==> src/rtl/uart_pkg.sv <==
// ---------------------------------------------------------------------------
// uart_pkg
//   Definitions shared by the UART transmit and receive paths:
//     - rx_state_t : receive FSM state encoding
//     - PAR_EVEN / PAR_ODD : values of the PAR_TYP control input
//     - PRESCALE_8/16/32 : legal oversampling ratios
//     - PRESCALE_MIN : smallest ratio the bit timers will honour
//     - majority3() : 2-of-3 vote used for the bit decision
// ---------------------------------------------------------------------------
package uart_pkg;

  typedef enum logic [2:0] {
    IDLE   = 3'd0,
    START  = 3'd1,
    DATA   = 3'd2,
    PARITY = 3'd3,
    STOP   = 3'd4
  } rx_state_t;

  localparam logic PAR_EVEN = 1'b0;
  localparam logic PAR_ODD  = 1'b1;

  localparam int PRESCALE_8   = 8;
  localparam int PRESCALE_16  = 16;
  localparam int PRESCALE_32  = 32;

  // Below this the three mid-bit sample points would collide with the bit end.
  localparam int PRESCALE_MIN = 4;

  function automatic logic majority3(input logic a, input logic b, input logic c);
    return (a & b) | (a & c) | (b & c);
  endfunction

endpackage

==> src/rtl/uart_rx_sampler.sv <==
// ---------------------------------------------------------------------------
// uart_rx_sampler
//   Oversampling bit timer for the UART receiver. While enabled, an edge
//   counter runs 0..P-1 (P = latched prescale, floored at PRESCALE_MIN) and
//   wraps. The synchronized line is captured at P/2-1, P/2 and P/2+1 and the
//   2-of-3 vote is presented together with a bit_end strobe at count P-1.
//
// Ports
//   CLK         in   clock
//   RST         in   synchronous active-high reset (counter only)
//   en          in   1 while the receive FSM is inside a frame
//   rx_s        in   synchronized serial line
//   prescale    in   oversampling ratio latched at start detection
//   sampled_bit out  majority-voted value of the current bit
//   bit_end     out  1 during the last oversample cycle of the current bit
// ---------------------------------------------------------------------------
module uart_rx_sampler
  import uart_pkg::*;
#(
  parameter int PRESCALE_W = 6
) (
  input  logic                  CLK,
  input  logic                  RST,
  input  logic                  en,
  input  logic                  rx_s,
  input  logic [PRESCALE_W-1:0] prescale,
  output logic                  sampled_bit,
  output logic                  bit_end
);

  logic [PRESCALE_W-1:0] edge_cnt;
  logic [PRESCALE_W-1:0] p_eff;
  logic [PRESCALE_W-1:0] last_cnt;
  logic [PRESCALE_W-1:0] half_cnt;
  logic [2:0]            smp_q;
  logic                  smp2_now;

  // Illegal small ratios are clamped so the counter always has a reachable
  // wrap point and the FSM keeps moving.
  always_comb begin
    p_eff = prescale;
    if (prescale < PRESCALE_W'(PRESCALE_MIN)) begin
      p_eff = PRESCALE_W'(PRESCALE_MIN);
    end
    last_cnt = p_eff - 1'b1;
    half_cnt = p_eff >> 1;
  end

  always_ff @(posedge CLK) begin
    if (RST || !en) begin
      edge_cnt <= '0;
    end else if (edge_cnt == last_cnt) begin
      edge_cnt <= '0;
    end else begin
      edge_cnt <= edge_cnt + 1'b1;
    end
  end

  always_ff @(posedge CLK) begin
    if (en) begin
      if (edge_cnt == half_cnt - 1'b1) smp_q[0] <= rx_s;
      if (edge_cnt == half_cnt)        smp_q[1] <= rx_s;
      if (edge_cnt == half_cnt + 1'b1) smp_q[2] <= rx_s;
    end
  end

  // At the minimum ratio the third sample point coincides with the bit end,
  // so the live line value stands in for the not-yet-registered sample.
  assign smp2_now    = (edge_cnt == half_cnt + 1'b1) ? rx_s : smp_q[2];
  assign sampled_bit = majority3(smp_q[0], smp_q[1], smp2_now);
  assign bit_end     = en && (edge_cnt == last_cnt);

endmodule

==> src/rtl/uart_rx_deserializer.sv <==
// ---------------------------------------------------------------------------
// uart_rx_deserializer
//   UART receive path. Synchronizes RX_IN, detects the start bit, times each
//   bit with an oversampling sampler, shifts data in LSB first, checks the
//   optional parity bit and the stop bit, and reports the frame outcome with
//   one-cycle pulses in the cycle after the stop bit ends.
//
// Ports
//   CLK           in   clock (single domain)
//   RST           in   synchronous active-high reset
//   RX_IN         in   asynchronous serial line, idles high
//   Prescale      in   oversampling ratio (8, 16 or 32)
//   PAR_EN        in   1 = a parity bit follows the data bits
//   PAR_TYP       in   0 = even, 1 = odd parity
//   P_DATA        out  last correctly received word
//   Data_Valid    out  pulse: frame received without error
//   Parity_Error  out  pulse: parity mismatch in the frame just ended
//   Stop_Error    out  pulse: stop bit sampled low in the frame just ended
// ---------------------------------------------------------------------------
module uart_rx_deserializer
  import uart_pkg::*;
#(
  parameter int WIDTH      = 8,
  parameter int PRESCALE_W = 6
) (
  input  logic                  CLK,
  input  logic                  RST,
  input  logic                  RX_IN,
  input  logic [PRESCALE_W-1:0] Prescale,
  input  logic                  PAR_EN,
  input  logic                  PAR_TYP,
  output logic [WIDTH-1:0]      P_DATA,
  output logic                  Data_Valid,
  output logic                  Parity_Error,
  output logic                  Stop_Error
);

  localparam int CNT_W = (WIDTH > 1) ? $clog2(WIDTH) : 1;

  logic                  rx_meta_p0;
  logic                  rx_s;
  rx_state_t             state;
  logic [CNT_W-1:0]      bit_cnt;
  logic [PRESCALE_W-1:0] prescale_q;
  logic                  par_en_q;
  logic                  par_typ_q;
  logic                  par_err_pend;
  logic [WIDTH-1:0]      shreg;
  logic                  sampled_bit;
  logic                  bit_end;
  logic                  in_frame;

  function automatic logic parity_expected(input logic [WIDTH-1:0] data,
                                           input logic             typ);
    return (^data) ^ (typ == PAR_ODD);
  endfunction

  // Stage p0 -> rx_s: two-flop synchronizer; reset to the idle (high) level
  // so a reset never looks like a start bit.
  always_ff @(posedge CLK) begin
    if (RST) begin
      rx_meta_p0 <= 1'b1;
      rx_s       <= 1'b1;
    end else begin
      rx_meta_p0 <= RX_IN;
      rx_s       <= rx_meta_p0;
    end
  end

  assign in_frame = (state != IDLE);

  uart_rx_sampler #(
    .PRESCALE_W (PRESCALE_W)
  ) u_sampler (
    .CLK         (CLK),
    .RST         (RST),
    .en          (in_frame),
    .rx_s        (rx_s),
    .prescale    (prescale_q),
    .sampled_bit (sampled_bit),
    .bit_end     (bit_end)
  );

  // Frame control, configuration latch and registered result pulses.
  always_ff @(posedge CLK) begin
    if (RST) begin
      state        <= IDLE;
      bit_cnt      <= '0;
      prescale_q   <= PRESCALE_W'(PRESCALE_8);
      par_en_q     <= 1'b0;
      par_typ_q    <= PAR_EVEN;
      par_err_pend <= 1'b0;
      P_DATA       <= '0;
      Data_Valid   <= 1'b0;
      Parity_Error <= 1'b0;
      Stop_Error   <= 1'b0;
    end else begin
      Data_Valid   <= 1'b0;
      Parity_Error <= 1'b0;
      Stop_Error   <= 1'b0;
      case (state)
        IDLE: begin
          if (!rx_s) begin
            state        <= START;
            bit_cnt      <= '0;
            prescale_q   <= Prescale;
            par_en_q     <= PAR_EN;
            par_typ_q    <= PAR_TYP;
            par_err_pend <= 1'b0;
          end
        end
        START: begin
          // A start bit that votes high was a glitch: drop it silently.
          if (bit_end) begin
            state <= sampled_bit ? IDLE : DATA;
          end
        end
        DATA: begin
          if (bit_end) begin
            if (bit_cnt == CNT_W'(WIDTH - 1)) begin
              bit_cnt <= '0;
              state   <= par_en_q ? PARITY : STOP;
            end else begin
              bit_cnt <= bit_cnt + 1'b1;
            end
          end
        end
        PARITY: begin
          if (bit_end) begin
            par_err_pend <= (sampled_bit != parity_expected(shreg, par_typ_q));
            state        <= STOP;
          end
        end
        STOP: begin
          if (bit_end) begin
            state <= IDLE;
            if (sampled_bit && !par_err_pend) begin
              Data_Valid <= 1'b1;
              P_DATA     <= shreg;
            end else begin
              Stop_Error   <= !sampled_bit;
              Parity_Error <= par_err_pend;
            end
          end
        end
        default: begin
          state <= IDLE;
        end
      endcase
    end
  end

  // Data shift register: each voted bit enters at the MSB and the word moves
  // right, so the first bit on the line ends up in bit 0.
  always_ff @(posedge CLK) begin
    if (state == DATA && bit_end) begin
      shreg <= WIDTH'({sampled_bit, shreg} >> 1);
    end
  end

endmodule

==> config.mk <==
export PLATFORM = sky130hd
export DESIGN_NAME = uart_rx_deserializer
export DESIGN_NICKNAME = d
export VERILOG_FILES = /design/src/rtl/uart_pkg.sv /design/src/rtl/uart_rx_sampler.sv /design/src/rtl/uart_rx_deserializer.sv
export SDC_FILE = /design/constraint.sdc
export NUM_CORES = 1
export LEC_CHECK = 0
export CAP_MARGIN = 5
export CORE_MARGIN = 2
export CORE_UTILIZATION = 45
export DETAILED_ROUTE_END_ITERATION = 16
export GPL_ROUTABILITY_DRIVEN = 0
export PLACE_DENSITY_LB_ADDON = 0.1
export RECOVER_POWER = 25
export SYNTH_ARGS = -nofsm -noshare
export SYNTH_HDL_FRONTEND = slang
export SYNTH_HIERARCHICAL = 1
export SYNTH_SLANG_ARGS = --single-unit
==> constraint.sdc <==
create_clock -name CLK -period 4.14 [get_ports CLK]
set_input_delay 0.828 -clock CLK [delete_from_list [all_inputs] [get_ports CLK]]
set_output_delay 0.828 -clock CLK [all_outputs]
set_load 0.005 [all_outputs]
**Word-level counts from Yosys, hierarchy flattened**

Index checks and enable logic that the tools add are counted.

- Output and inout bits: 11
- Input port bits: 11
- Logic and storage cells: 89
- Memories: 0
- Latch bits: 0
- Flip-flop bits (word level): 45
- RAM bits: 0
- Bits in read-only memories: 0

- Shifts and indexed selects: 0
- Equal/unequal tests: 16
- Multiplexer cells: 19
- Multiply operators: 0
- Reduce and logical (&&, ||, !) cells: 22
- Add/sub/neg operators: 5
- Bitwise gates (word level): 9
- Div/mod/pow operators: 0
- Order comparisons: 1

Operator list:

| kind | number |
|---|---|
| $mux 3 | 10 |
| $eq 6x6->1 | 3 |
| $pmux 3 s5 | 1 |
| $ne 2x2->1 const B | 6 |
| $reduce_and 3->1 | 3 |
| $reduce_xor 8->1 | 1 |
| $add 5x1->6 const B | 1 |
| $add 6x1->6 const B | 1 |
| $eq 3x2->1 const B | 2 |
| $eq 3x3->1 const B | 2 |
| $eq 6x5->1 | 1 |
| $lt 6x3->1 const B | 1 |
| $mux 6 | 1 |
| $pmux 3 s2 | 1 |
| $reduce_and 2->1 | 3 |
| $reduce_and 6->1 | 1 |
| $sub 5x1->6 const B | 1 |
| $sub 6x1->6 const B | 1 |
| $mux 1 | 4 |
| $reduce_bool 2->1 | 2 |
| $reduce_or 4->1 | 1 |
| $add 3x1->3 const B | 1 |
| $and 1x1->1 | 3 |
| $eq 3x1->1 const B | 1 |
| other kinds (13) | 20 |

**Depth between registers and ports, before layout**

- Depth after elaboration: 11
- Depth in mapped cells: 14
- Gate-level depth less buffers: 12

**By module**

Netlist, hierarchy kept.

By module, submodules not included:

| module | seq. area each (um2) | cells an instance | times used | area each (um2) |
|---|---|---|---|---|
| uart_rx_deserializer | 800.8 | 136 | 1 | 1446.4 |
| uart_rx_sampler | 210.2 | 108 | 1 | 934.6 |

**Least setup slack after synthesis**

OpenSTA, ideal clock, no wires.

- Kind: register -> register
- Start point: reg prescale_q[5]
- End point: reg par_err_pend
- Data arrival time: 3103 ps
- Cell stages (with the launch flop): 13
- Required time: 4044 ps
- Slack: 942 ps
- Library setup time: 96 ps
- Path buffers: 1
- Period minus slack after synthesis: 3198 ps
- Cell sequence: dfxtp_1 buf_2 o41ai_4 ha_1 xor2_1 a21oi_1 nand4_1 or4_1 o211ai_1 xnor2_1 xnor3_1 xnor2_1 o41ai_2

- Longest elaborated chain between the ends: 11
- Elaborated cells between the ends (all ways): 17
- Those cells by class: add/sub: 2; order compare: 1; eq/ne: 4; mux: 4; bitwise: 4; reduce/logical: 2

RTL lines:

| item | RTL line | source |
|---|---|---|
| start, declared | uart_rx_deserializer.sv:44 | `logic [PRESCALE_W-1:0] prescale_q;` |
| start signal, assigned | uart_rx_deserializer.sv:89 | `prescale_q <= PRESCALE_W'(PRESCALE_8);` |
| start signal, assigned | uart_rx_deserializer.sv:106 | `prescale_q <= Prescale;` |
| $lt 6x3->1 | uart_rx_sampler.sv:42 | `if (prescale < PRESCALE_W'(PRESCALE_MIN)) begin` |
| $mux 6 * | uart_rx_sampler.sv:42 |  |
| $add 5x1->6 * | uart_rx_sampler.sv:69 | `assign smp2_now = (edge_cnt == half_cnt + 1'b1) ? rx_s : smp_q[2];` |
| $eq 6x6->1 * | uart_rx_sampler.sv:69 |  |
| $mux 1 * | n/a |  |
| $and 1x1->1 | uart_pkg.sv:31 | `return (a & b) \| (a & c) \| (b & c);` |
| $or 1x1->1 | uart_pkg.sv:31 |  |
| $or 1x1->1 * | uart_pkg.sv:31 |  |
| via sampled_bit | uart_rx_deserializer.sv:49 | `logic sampled_bit;` |
| $ne 1x1->1 * | uart_rx_deserializer.sv:130 | `par_err_pend <= (sampled_bit != parity_expected(shreg, par_typ_q));` |
| $mux 1 * | uart_rx_deserializer.sv:129 | `if (bit_end) begin` |
| $pmux 1 s2 * | uart_rx_deserializer.sv:101 | `case (state)` |
| end signal, assigned | uart_rx_deserializer.sv:130 |  |
| end, declared | uart_rx_deserializer.sv:47 | `logic par_err_pend;` |

Mark *: on every way through the listed nets, which the timed path passes. The rest lies on a longest branch. The select of a mux whose other input is x is not followed.
A chain may end at the register's enable or synchronous reset.

**Worst setup path after layout**

- Start point: reg prescale_q[4]
- End point: reg P_DATA[2]

- Longest elaborated chain between the ends: 10
- Elaborated cells between the ends (all ways): 14
- Those cells by class: add/sub: 2; order compare: 1; eq/ne: 2; mux: 2; bitwise: 4; reduce/logical: 3

RTL lines:

| item | RTL line | source |
|---|---|---|
| $lt 6x3->1 | uart_rx_sampler.sv:42 |  |
| $mux 6 * | uart_rx_sampler.sv:42 |  |
| $add 5x1->6 * | uart_rx_sampler.sv:69 |  |
| $eq 6x6->1 * | uart_rx_sampler.sv:69 |  |
| $mux 1 * | n/a |  |
| $and 1x1->1 | uart_pkg.sv:31 |  |
| $or 1x1->1 | uart_pkg.sv:31 |  |
| $or 1x1->1 * | uart_pkg.sv:31 |  |
| via sampled_bit | uart_rx_deserializer.sv:49 |  |
| $logic_and 1x1->1 * | uart_rx_deserializer.sv:137 | `if (sampled_bit && !par_err_pend) begin` |
| $reduce_and 3->1 (no source line) * | n/a |  |
| end signal, assigned | uart_rx_deserializer.sv:139 | `P_DATA <= shreg;` |
| end, declared | uart_rx_deserializer.sv:32 | `output logic [WIDTH-1:0] P_DATA,` |

Mark *: on every way through the listed nets, which the timed path passes. The rest lies on a longest branch.

==> key figures <==
Status
  • Result of the run: finished, final reports clean

Cells and area
  • Final std cell area, no fill: 2715 um^2
  • Share of layout cells above drive strength 1: 9.125%
  • Final #Nets: 280
  • Layout Area Growth over Synthesis: 14.03%
  • Ant diodes: 0

Setup path
  • Data required, critical path: 4.29 ns
  • Class of the most critical setup path: register to register
  • Nature of the critical path startpoint: register
  • R2R Setup Slk: 0.44 ns
  • WP data arrival: 3.85 ns
  • Crit Path Max Fanout: 15
  • Depth of the worst register-to-register path: 12
  • Critical path endpoint category: register

CTS
  • Cts repair resizes: 0
  • Later-pin clock latency in the skew report: 0.31 ns
  • CTS tree: yes
  • CTS sink cnt: 45
  • H-tree levels: 2
  • Number of hold buffers added after cts: 0
  • CTS max path bufs: 2
  • Clock transition at path regs: 0.09 ns
  • Cts bufs inserted: 5
  • Buffer cell driving the clock tree root: sky130_fd_sc_hd__clkbuf_8
  • Post-CTS repair timing setup buffer count: 0

Timing
  • Actual transition at the worst max-transition pin: 1.088 ns
  • Final setup viols: 0
  • Fin. max-slew vios: 0
  • Relative max-transition margin: 27.22%
  • Final critical-path share of the clock period: 89.31%
  • Max Fclk: 270.5 MHz
  • Total count of hold-check failures in the final report: 0
  • Final total negative setup slack: 0 ns
  • RSZ-0062 raised after global routing: false
  • Period minus WS final: 3.697 ns
  • Worst Skew: 0.01322 ns

Drt
  • Final wirelength: 4379 um
  • Number of iterations in the first detailed-routing pass: 4
  • Post-DR vias/cell: 5.063
  • Antenna Violating Nets Remaining: 0
  • Average detailed-routed wire length per instance: 13.15 um
  • Via count of the routed design: 1686
  • Remaining DRCs: 0
  • DRC violation total after the first TritonRoute iteration: 94

Placement
  • Area post-placement: 2621 um^2
  • Buffers added on ports: 21
  • Detailed Place HPWL: 3192 um

Die
  • Floorplan Core Area: 5107 um^2
  • Die span in x: 76.74 um
  • Die span in y: 76.74 um
  • Row count: 26
  • Number of top-level pins: 22
  • Die outline area: 5889 um^2
  • Starting utilization of the core area: 46.62%

Power and ir drop
  • Switching Power: 206.8 uW
  • Sw Share: 25.45%
  • Register share of total power: 57.1%
  • Relative contribution of combinational cells to total power: 7.8%
  • Lkg Pwr: 0.001059 uW
  • IR drop worst, VDD: 0.1609 mV
  • Power per cell area: 299.4 nW/um^2
  • Fraction of power consumed by the clock network: 35.1%
  • Internal power contribution: 606.0 uW

GRT
  • Pin count of the biggest net entering global routing: 29
  • Sum of overflow across all layers after global routing: 0
  • Via count of the first global-routing pass: 1670
  • Number of antenna violations at the first check in global routing: 0
  • GRT Resource Usage Total: 16.52%
  • Global-route wire length before repair: 7879 um

Synthesis
  • Top cell type by total area after synthesis: sky130_fd_sc_hd__dfxtp_1
  • Number of flip-flops and latches in the synthesized netlist: 45
  • Synthesized instance count: 244
  • Number of enable-type register cells in the synthesized netlist: 11
  • Register area share after synthesis: 42.46%
  • Dominant register cell in the synthesized netlist: sky130_fd_sc_hd__dfxtp_1
  • Total nets after synthesis: 262
  • Number of warnings printed during yosys synthesis: 6
  • Number of distinct standard cells referenced by the synthesized netlist: 53
  • Post-synthesis async set-or-reset flop share: 0%
  • Summed instance area of the synthesized netlist: 2381 um^2
  • Yosys top cell area share: 28.59%
  • Synthesized area divided by synthesized cell count: 9.758 um^2
  • Synth top area cells: sky130_fd_sc_hd__dfxtp_1 (29%), sky130_fd_sc_hd__edfxtp_1 (14%), sky130_fd_sc_hd__xnor2_1 (5.5%)

Min path
  • Class of the worst hold path: register to register
  • Depth of the worst hold-timing path: 1

Job
  • # Max-Cap Violations: 0
placed cells by master, fill, tap and decap left out, types with 3 or more instances in the layout:
cell | synthesis | layout
sky130_fd_sc_hd__nor2_1 | 22 | 22
sky130_fd_sc_hd__a21oi_1 | 14 | 14
sky130_fd_sc_hd__xnor2_1 | 15 | 15
sky130_fd_sc_hd__and2_1 | 4 | 4
sky130_fd_sc_hd__nor2b_1 | 4 | 4
sky130_fd_sc_hd__clkbuf_8 | 0 | 5
sky130_fd_sc_hd__dfxtp_1 | 34 | 34
sky130_fd_sc_hd__nand4_1 | 5 | 5
sky130_fd_sc_hd__xor2_1 | 8 | 8
sky130_fd_sc_hd__clkdlybuf4s50_1 | 0 | 15
sky130_fd_sc_hd__inv_1 | 6 | 6
sky130_fd_sc_hd__o21ai_0 | 3 | 3
sky130_fd_sc_hd__nand3_1 | 6 | 6
sky130_fd_sc_hd__nor3_1 | 5 | 5
sky130_fd_sc_hd__edfxtp_1 | 11 | 11
sky130_fd_sc_hd__mux2i_1 | 11 | 11
sky130_fd_sc_hd__ha_1 | 7 | 7
sky130_fd_sc_hd__dlygate4sd3_1 | 0 | 6
sky130_fd_sc_hd__nand2_1 | 30 | 30
sky130_fd_sc_hd__or3_1 | 3 | 3
sky130_fd_sc_hd__nor3b_1 | 4 | 4
sequential cells by signal, indices dropped and copies added, names as in the netlist:
register            cells
par_typ_q               1
par_err_pend            1
shreg                   8
rx_s                    1
Stop_Error              1
P_DATA                  8
u_sampler/smp_q         3
bit_cnt                 3
rx_meta_p0              1
prescale_q              6
Parity_Error            1
Data_Valid              1
par_en_q                1
u_sampler/edge_cnt      6
state                   3
power groups by stage:
stage / sequential, uW / combinational [uW] / clock (uW)
floorplan: 468 / 51.4 / 0
global placement: 474 / 63.4 / 0
detailed placement: 474 / 63.7 / 0
CTS: 464 / 64.1 / 296
global route: 466 / 72.4 / 315
finish: 464 / 63.7 / 285
per-layer routing:
metal / track usage (%) / up-vias / routed length, um
li1: - / 887 / -
met1: 24.89 / 769 / 2387
met2: 22.89 / 23 / 1784
met3: 3.529 / 7 / 113
met4: 6.364 / 0 / 94
met5: 0 / - / 0
cell type report:
type                       instances  area, um^2
sequential                        45        1011
fill                             500        2392
timing repair buffer              23       225.2
clock inverter                     3       25.02
inverter                           7       26.28
clock buffer                       5       68.82
tap                               70       87.58
multi-input combinational        180        1271
through the flow:
step	setup WS (ns)	util (%)	std cells	hold slack (ns)	total power [uW]
after floorplan	0.9416	-	244	0.3832	519.7
after global placement	0.5551	51.32	325	0.4006	537.7
after detailed placement	0.4393	51.32	325	0.4023	538.1
after CTS	0.4218	53.16	333	0.4236	824.7
after global routing	0.04317	53.16	333	0.4468	853.4
final	0.4427	53.16	333	0.4174	812.8
cell usage after synthesis (2+ instances only):
cell / count
sky130_fd_sc_hd__dfxtp_1: 34
sky130_fd_sc_hd__nand2_1: 30
sky130_fd_sc_hd__nor2_1: 22
sky130_fd_sc_hd__xnor2_1: 15
sky130_fd_sc_hd__a21oi_1: 14
sky130_fd_sc_hd__edfxtp_1: 11
sky130_fd_sc_hd__mux2i_1: 11
sky130_fd_sc_hd__xor2_1: 8
sky130_fd_sc_hd__ha_1: 7
sky130_fd_sc_hd__inv_1: 6
sky130_fd_sc_hd__nand3_1: 6
sky130_fd_sc_hd__nand4_1: 5
sky130_fd_sc_hd__nor3_1: 5
sky130_fd_sc_hd__and2_1: 4
sky130_fd_sc_hd__buf_2: 4
sky130_fd_sc_hd__clkbuf_1: 4
sky130_fd_sc_hd__nor2b_1: 4
sky130_fd_sc_hd__nor3b_1: 4
sky130_fd_sc_hd__o21ai_0: 3
sky130_fd_sc_hd__or3_1: 3
sky130_fd_sc_hd__a31oi_1: 2
sky130_fd_sc_hd__buf_4: 2
sky130_fd_sc_hd__buf_6: 2
sky130_fd_sc_hd__nand2b_1: 2
sky130_fd_sc_hd__nand3b_1: 2
sky130_fd_sc_hd__nor4_1: 2
sky130_fd_sc_hd__o211ai_1: 2
sky130_fd_sc_hd__o21ai_1: 2
sky130_fd_sc_hd__o41ai_4: 2
sky130_fd_sc_hd__or2_1: 2
sky130_fd_sc_hd__xnor2_2: 2
critical path: stages, from the launching register on:
cell                       delay [ns]
sky130_fd_sc_hd__dfxtp_1         0.73
sky130_fd_sc_hd__nor3_1          0.15
sky130_fd_sc_hd__nor2_1          0.27
sky130_fd_sc_hd__ha_1            0.30
sky130_fd_sc_hd__xor2_1          0.16
sky130_fd_sc_hd__a21oi_1         0.13
sky130_fd_sc_hd__nand4_1         0.12
sky130_fd_sc_hd__or4_1           0.53
sky130_fd_sc_hd__o211ai_1        0.25
sky130_fd_sc_hd__nor2b_1         0.24
sky130_fd_sc_hd__nand4_2         0.34
sky130_fd_sc_hd__mux2i_1         0.26
sky130_fd_sc_hd__nor2_1          0.06
cells by family (layout without fill, tap and decap cells):
family | after synthesis | count (layout) | share of synthesized area, %
compound gates | 35 | 35 | 11.72
xor+xnor | 26 | 26 | 10.77
fa+ha+maj | 7 | 7 | 3.678
buf+inv | 19 | 38 | 4.151
flops | 45 | 45 | 42.46
mux | 12 | 12 | 5.097
simple gates | 100 | 100 | 22.12
worst paths after layout:
check / startpoint / to
max: prescale_q[4]$_SDFFE_PP0P_ / P_DATA[2]$_SDFFE_PP0P_
max reg2reg: prescale_q[4]$_SDFFE_PP0P_ / P_DATA[2]$_SDFFE_PP0P_
min reg2reg: rx_meta_p0$_SDFF_PP1_ / rx_s$_SDFF_PP1_
min: rx_meta_p0$_SDFF_PP1_ / rx_s$_SDFF_PP1_
No activity file was read; power rests on OpenSTA's default activity.
